`src/rtl/ax_level_sequencer_if.sv`:
```
// Level-change request/response bundle between the requesters, the pipeline
// and the approximation-level sequencer.
interface ax_level_sequencer_if #(
    parameter int AX_LEVEL_WIDTH = 3
);
    logic                      csrReqValid;
    logic [AX_LEVEL_WIDTH-1:0] csrReqLevel;
    logic                      csrReqReady;
    logic                      extReqValid;
    logic [AX_LEVEL_WIDTH-1:0] extReqLevel;
    logic                      extReqReady;
    logic                      pipelineEmpty;
    logic                      stallFetch;
    logic [AX_LEVEL_WIDTH-1:0] axLevel;
    logic                      levelChanging;
    logic                      changeDone;
    logic                      timeoutErr;

    modport slave (
        input  csrReqValid, csrReqLevel, extReqValid, extReqLevel, pipelineEmpty,
        output csrReqReady, extReqReady, stallFetch, axLevel, levelChanging,
               changeDone, timeoutErr
    );

    modport master (
        output csrReqValid, csrReqLevel, extReqValid, extReqLevel, pipelineEmpty,
        input  csrReqReady, extReqReady, stallFetch, axLevel, levelChanging,
               changeDone, timeoutErr
    );
endinterface

```
`src/rtl/ax_level_sequencer.sv`:
```
// Owns the core-wide approximation level: arbitrates CSR/external change requests,
// drains the pipeline under a fetch stall, applies the level, then settles.
module ax_level_sequencer #(
    parameter int AX_LEVEL_WIDTH   = 3,
    parameter int DEFAULT_AX_LEVEL = 0,
    parameter int MAX_AX_LEVEL     = 5,
    parameter int DRAIN_TIMEOUT    = 64,
    parameter int SETTLE_CYCLES    = 4
) (
    input  logic                 clk,
    input  logic                 rst,
    ax_level_sequencer_if.slave  bus
);
    localparam int DW = $clog2(DRAIN_TIMEOUT + 1);
    localparam int SW = $clog2(SETTLE_CYCLES + 1);
    localparam logic [AX_LEVEL_WIDTH-1:0] MAX_LVL   = AX_LEVEL_WIDTH'(MAX_AX_LEVEL);
    localparam logic [AX_LEVEL_WIDTH-1:0] RESET_LVL = AX_LEVEL_WIDTH'(DEFAULT_AX_LEVEL);
    localparam logic [DW-1:0] DRAIN_LAST  = DW'(DRAIN_TIMEOUT - 1);
    localparam logic [SW-1:0] SETTLE_LAST = SW'(SETTLE_CYCLES - 1);

    typedef enum logic [1:0] {IDLE, DRAIN, APPLY, SETTLE} state_t;

    state_t                    state, stateNext;
    logic [DW-1:0]             drainCnt, drainCntNext;
    logic [SW-1:0]             settleCnt, settleCntNext;
    logic [AX_LEVEL_WIDTH-1:0] levelQ, levelNext;
    logic [AX_LEVEL_WIDTH-1:0] pendingLevel, pendingNext;
    logic                      doneQ, doneNext;
    logic                      timeoutQ, timeoutNext;
    logic                      reqValid;
    logic [AX_LEVEL_WIDTH-1:0] reqLevel, clampedLevel;

    // CSR wins whenever it is valid; the external port only sees ready otherwise.
    always_comb begin
        reqValid     = bus.csrReqValid || bus.extReqValid;
        reqLevel     = bus.csrReqValid ? bus.csrReqLevel : bus.extReqLevel;
        clampedLevel = (reqLevel > MAX_LVL) ? MAX_LVL : reqLevel;
    end

    always_ff @(posedge clk or negedge rst) begin
        if (!rst) state <= IDLE;
        else      state <= stateNext;
    end

    always_comb begin
        stateNext     = state;
        drainCntNext  = drainCnt;
        settleCntNext = settleCnt;
        levelNext     = levelQ;
        pendingNext   = pendingLevel;
        doneNext      = 1'b0;
        timeoutNext   = 1'b0;
        unique case (state)
            IDLE: begin
                if (reqValid) begin
                    if (clampedLevel == levelQ) begin
                        doneNext = 1'b1;
                    end else begin
                        stateNext    = DRAIN;
                        drainCntNext = '0;
                        pendingNext  = clampedLevel;
                    end
                end
            end
            DRAIN: begin
                // A drained pipeline on the final allowed cycle still applies.
                if (bus.pipelineEmpty) begin
                    stateNext = APPLY;
                end else if (drainCnt == DRAIN_LAST) begin
                    stateNext   = IDLE;
                    timeoutNext = 1'b1;
                end else begin
                    drainCntNext = drainCnt + 1'b1;
                end
            end
            APPLY: begin
                levelNext     = pendingLevel;
                stateNext     = SETTLE;
                settleCntNext = '0;
            end
            SETTLE: begin
                if (settleCnt == SETTLE_LAST) begin
                    stateNext = IDLE;
                    doneNext  = 1'b1;
                end else begin
                    settleCntNext = settleCnt + 1'b1;
                end
            end
            default: stateNext = IDLE;
        endcase
    end

    always_ff @(posedge clk or negedge rst) begin
        if (!rst) begin
            drainCnt     <= '0;
            settleCnt    <= '0;
            levelQ       <= RESET_LVL;
            pendingLevel <= RESET_LVL;
            doneQ        <= 1'b0;
            timeoutQ     <= 1'b0;
        end else begin
            drainCnt     <= drainCntNext;
            settleCnt    <= settleCntNext;
            levelQ       <= levelNext;
            pendingLevel <= pendingNext;
            doneQ        <= doneNext;
            timeoutQ     <= timeoutNext;
        end
    end

    // Readies are held low while reset is asserted, not just while idle.
    assign bus.csrReqReady   = (state == IDLE) && rst;
    assign bus.extReqReady   = (state == IDLE) && rst && !bus.csrReqValid;
    assign bus.stallFetch    = (state != IDLE);
    assign bus.levelChanging = (state != IDLE);
    assign bus.axLevel       = levelQ;
    assign bus.changeDone    = doneQ;
    assign bus.timeoutErr    = timeoutQ;
endmodule
```
`src/flat_wrapper.sv`:
```
// flat-port wrapper written by rule: the top's interface ports become plain ports
module ax_level_sequencer_flat 
#(
    parameter int AX_LEVEL_WIDTH   = 3,
    parameter int DEFAULT_AX_LEVEL = 0,
    parameter int MAX_AX_LEVEL     = 5,
    parameter int DRAIN_TIMEOUT    = 64,
    parameter int SETTLE_CYCLES    = 4
)
  (clk, rst, bus_csrReqValid, bus_csrReqLevel, bus_extReqValid, bus_extReqLevel, bus_pipelineEmpty, bus_csrReqReady, bus_extReqReady, bus_stallFetch, bus_axLevel, bus_levelChanging, bus_changeDone, bus_timeoutErr);
  ax_level_sequencer_if #(.AX_LEVEL_WIDTH(AX_LEVEL_WIDTH)) bus_i ();
  input  logic clk;
  input  logic rst;
  input wire logic [$bits(bus_i.csrReqValid)-1:0] bus_csrReqValid;
  input wire logic [$bits(bus_i.csrReqLevel)-1:0] bus_csrReqLevel;
  input wire logic [$bits(bus_i.extReqValid)-1:0] bus_extReqValid;
  input wire logic [$bits(bus_i.extReqLevel)-1:0] bus_extReqLevel;
  input wire logic [$bits(bus_i.pipelineEmpty)-1:0] bus_pipelineEmpty;
  output wire logic [$bits(bus_i.csrReqReady)-1:0] bus_csrReqReady;
  output wire logic [$bits(bus_i.extReqReady)-1:0] bus_extReqReady;
  output wire logic [$bits(bus_i.stallFetch)-1:0] bus_stallFetch;
  output wire logic [$bits(bus_i.axLevel)-1:0] bus_axLevel;
  output wire logic [$bits(bus_i.levelChanging)-1:0] bus_levelChanging;
  output wire logic [$bits(bus_i.changeDone)-1:0] bus_changeDone;
  output wire logic [$bits(bus_i.timeoutErr)-1:0] bus_timeoutErr;
  assign bus_i.csrReqValid = bus_csrReqValid;
  assign bus_i.csrReqLevel = bus_csrReqLevel;
  assign bus_i.extReqValid = bus_extReqValid;
  assign bus_i.extReqLevel = bus_extReqLevel;
  assign bus_i.pipelineEmpty = bus_pipelineEmpty;
  assign bus_csrReqReady = bus_i.csrReqReady;
  assign bus_extReqReady = bus_i.extReqReady;
  assign bus_stallFetch = bus_i.stallFetch;
  assign bus_axLevel = bus_i.axLevel;
  assign bus_levelChanging = bus_i.levelChanging;
  assign bus_changeDone = bus_i.changeDone;
  assign bus_timeoutErr = bus_i.timeoutErr;
  ax_level_sequencer #(.AX_LEVEL_WIDTH(AX_LEVEL_WIDTH), .DEFAULT_AX_LEVEL(DEFAULT_AX_LEVEL), .MAX_AX_LEVEL(MAX_AX_LEVEL), .DRAIN_TIMEOUT(DRAIN_TIMEOUT), .SETTLE_CYCLES(SETTLE_CYCLES)) u_core (.clk(clk), .rst(rst), .bus(bus_i));
endmodule
```
`config.mk`:
```
export PLATFORM = sky130hd
export DESIGN_NAME = ax_level_sequencer_flat
export DESIGN_NICKNAME = d
export VERILOG_FILES = /design/src/rtl/ax_level_sequencer_if.sv /design/src/rtl/ax_level_sequencer.sv /design/src/flat_wrapper.sv
export SDC_FILE = /design/constraint.sdc
export NUM_CORES = 1
export LEC_CHECK = 0
export CAP_MARGIN = 10
export CORE_MARGIN = 2
export CORE_UTILIZATION = 45
export CTS_CLUSTER_DIAMETER = 100
export DETAILED_ROUTE_END_ITERATION = 8
export PLACE_DENSITY = 0.69
export SETUP_SLACK_MARGIN = 0.02
export SYNTH_ARGS = -nofsm -noshare
export SYNTH_HDL_FRONTEND = slang
export SYNTH_SLANG_ARGS = --single-unit
```
`constraint.sdc`:
```
create_clock -name clk -period 2.3 [get_ports clk]
set_clock_uncertainty 0.05 [all_clocks]
set_input_delay 0.23 -clock clk [delete_from_list [all_inputs] [get_ports clk]]
set_output_delay 0.23 -clock clk [all_outputs]
set_load 0.05 [all_outputs]
```
==> summary.txt <==
Detailed routing
  – Routed wl met2: 1210 um
  – DR WL met3: 44 um
  – Initial DRT Pass Iterations: 4
  – Routed wire length: 2340 um
  – Total number of vias: 949
  – Final ANT Viol Nets: 0
  – Uppermost layer routed: met4
  – WL/cell: 13.0 um
  – Met1 WL: 1060 um
  – Initial drt markers: 11
  – Avg Vias per Cell: 5.27
  – Remaining DRCs: 0

Clock network
  – CTS tree: done
  – Clock latency at the later pin of the worst-skew pair: 290 ps
  – # Post-CTS Setup Buffers: 0
  – Reg clk slew, reported paths: 110 ps
  – Clock root buffer: clkbuf_4
  – Htree depth: 1
  – TritonCTS buffer count: 3
  – Cts repair resizes: 0
  – Sink Count: 20
  – Hold bufs inserted after CTS: 0
  – Clock Path Buffers: 2

Synthesis
  – FFs w/ async S/R, synth: 100%
  – Syn_nets: 139
  – Sequential area share after synthesis: 41.2%
  – Syn Area/Cell: 10.1 um^2
  – Seq cells post-synth: 20
  – Number of flops mapped to enable cells by yosys: 0
  – Cell variety after synth: 38
  – Syn Std Cell Area: 1210 um^2
  – Cells after synthesis: 120
  – Yosys warning total: 0
  – Main synth FF type: dfrtp_1

Place
  – DP HPWL: 1850 um
  – Placed cells: 176
  – Port Buffers: 19
  – Final GP Congestion: 0.736
  – Placed instance area: 1520 um^2
  – Worst slack, placed: -87.8 ps

Floorplan
  – IO Pins: 20
  – Starting Density: 48.1%
  – Core Footprint: 2520 um^2
  – Total die area: 3130 um^2
  – Die Wd: 55.9 um
  – Die Y: 55.9 um
  – Rows: 18

Setup path
  – Reg2Reg Setup Slack: 240 ps
  – CP Data Arrival Time: 2220 ps
  – Max stage delay on crit path: 590 ps
  – Crit. End Element: flip-flop
  – CP max FO: 11
  – CP Class: input port to flip-flop
  – Required @ worst endpoint: 2440 ps
  – CP max-delay cell: clkdlybuf4s50_1
  – Crit-path cells: clkdlybuf4s50_1 > a211oi_1 > a31oi_1 > xor2_1 > o32ai_2 > buf_4 > a21o_1 > a211o_1
  – Worst setup SP type: input port

Timing
  – Slew Limit Headroom: 67.2%
  – Final count of pins violating max slew: 0
  – Worst Tran Pin Value: 490 ps
  – Final hold slack: 234 ps
  – FMAX: 481 MHz
  – Setup ws final: 223 ps
  – Setup violations, final: 0
  – Sum Neg Setup Slack: 0 ps
  – RSZ-0062 raised after global routing: no
  – Final min period: 2080 ps
  – Final hold vios: 0
  – Crit share post-route: 90.3%

Power and ir drop
  – Flop pwr share: 29.4%
  – Psw: 844 uW
  – Pwr dens: 1230 nW/um^2
  – Internal power: 1.06 mW
  – Leakage power: 0.723 nW
  – Worst vdd ir: 0.770 mV
  – Clock power frac: 10.6%
  – Sw frac: 44.3%
  – Comb power frac: 60.0%

Cells and area
  – ANT cells: 0
  – Final nets: 170
  – Share of cells above drive strength 1: 20.0%
  – Layout fillers: 221
  – Final instance area: 1560 um^2
  – Multi-input logic area: 633 um^2
  – Register area: 500 um^2
  – Area growth, synth to finish: 28.1%
  – Non-filler instance count after layout: 180

Global routing
  – Antenna violations before repair: 0
  – First-pass GRT wire length: 4020 um
  – Gr usage total: 16.1%
  – Vias in the first global route: 931
  – Largest net degree at the start of global routing: 21
  – Grt total ovfl: 0

Hold path
  – Worst Hold Class: input port to async pin

Job
  – Maxcap violations: 0

Status
  – Status: finished, final reports clean
## path summary, 6_finish.rpt
check,cells after the start,from,endpoint
max in group asynchronous,2,rst,u_core.state[0]
hold / removal,2,rst,u_core.pendingLevel[0]
setup reg to reg,7,u_core.drainCnt[0],u_core.drainCnt[0]
hold reg to reg,1,u_core.pendingLevel[1],u_core.bus.axLevel[1]
setup / recovery,8,bus_csrReqValid,u_core.drainCnt[5]
min in group clk,1,u_core.pendingLevel[1],u_core.bus.axLevel[1]
## metal layers
metal	up-vias	GRT usage [%]
met1	455	20.4
met2	8	27.9
li1	484	-
met5	-	0
met4	0	5.10
met3	2	3.02
## cells by family after synthesis
family | Yosys count | share of synthesized area (%)
adder cells (fa/ha/maj) | 8 | 8.25
buffers and inverters | 17 | 6.80
flip-flops | 20 | 41.2
AO/OA/AOI/OAI | 29 | 17.6
AND/OR/NAND/NOR | 31 | 13.3
multiplexers | 11 | 9.90
XOR/XNOR | 4 | 2.89
## critical path: cells and delay by family
kind / cells / cell delay (ps)
XOR/XNOR: 1 / 250
AO/OA/AOI/OAI: 5 / 960
buffers and inverters: 2 / 780
## stage by stage
| stage | total power, mW | utilization [%] |
|---|---|---|
| after floorplan | 1.35 | - |
| after global placement | 1.69 | 60.2 |
| after detailed placement | 1.72 | 60.2 |
| after CTS | 1.93 | 61.7 |
| after global routing | 2.05 | 61.7 |
| final | 1.91 | 61.7 |
## power groups by stage
| stage | clock network, mW | registers (mW) | logic (mW) |
|---|---|---|---|
| finish | 0.202 | 0.560 | 1.14 |
| global route | 0.229 | 0.572 | 1.25 |
| CTS | 0.214 | 0.561 | 1.16 |
| detailed placement | 0 | 0.569 | 1.15 |
| global placement | 0 | 0.563 | 1.13 |
| floorplan | 0 | 0.648 | 0.701 |
## layout make-up
type                       count  area share [%]
tap                           30            2.41
clock buffer                   4            2.33
multi-input combinational     83            40.7
timing repair buffer          33            20.0
inverter                      10            2.41
sequential                    20            32.2
## state kept, by name (all words and copies together) (netlist names), named ones only
register               count
u_core.pendingLevel        3
u_core.bus.timeoutErr      1
u_core.bus.axLevel         3
u_core.state               1
u_core.drainCnt            7
u_core.settleCnt           3
u_core.bus.changeDone      1
## synthesized netlist by cell type (all sizes together), types with 2 or more instances
| library cell | number | share of area, % |
|---|---|---|
| a2111oi | 2 | 2.0 |
| a211o | 3 | 2.2 |
| a211oi | 3 | 1.9 |
| a21oi | 4 | 1.6 |
| a31oi | 2 | 1.0 |
| and3 | 3 | 1.5 |
| buf | 3 | 2.5 |
| clkbuf | 4 | 1.2 |
| dfrtp | 20 | 41 |
| ha | 8 | 8.2 |
| inv | 10 | 3.1 |
| mux2 | 5 | 4.9 |
| mux2i | 6 | 4.9 |
| nand2 | 9 | 2.8 |
| nand2b | 2 | 1.0 |
| nand3 | 3 | 1.2 |
| nor2 | 5 | 1.8 |
| nor2b | 4 | 2.1 |
| o21ai | 5 | 2.1 |
| o22ai | 2 | 1.0 |
| o31ai | 3 | 1.9 |
| xnor2 | 2 | 1.4 |
| xor2 | 2 | 1.4 |
## placed cells by master (no fill, tap or decap), types with 2 or more instances in the layout
cell	Yosys	final
o21ai_0	5	5
a211oi_1	3	3
o31ai_1	3	3
nor2_1	4	4
o22ai_1	2	2
a211o_1	3	3
nor2b_1	4	3
xnor2_1	2	2
mux2_2	3	3
and3_1	3	3
nand3_1	3	3
a31oi_1	2	2
dfrtp_1	20	20
nand2b_1	2	2
buf_4	1	16
xor2_1	2	2
clkdlybuf4s50_1	0	15
clkbuf_4	0	3
mux2i_1	6	6
ha_1	8	8
buf_12	0	2
inv_1	10	10
nand2_1	9	9
a21oi_1	4	4
Power figures use the tool's default switching activity.
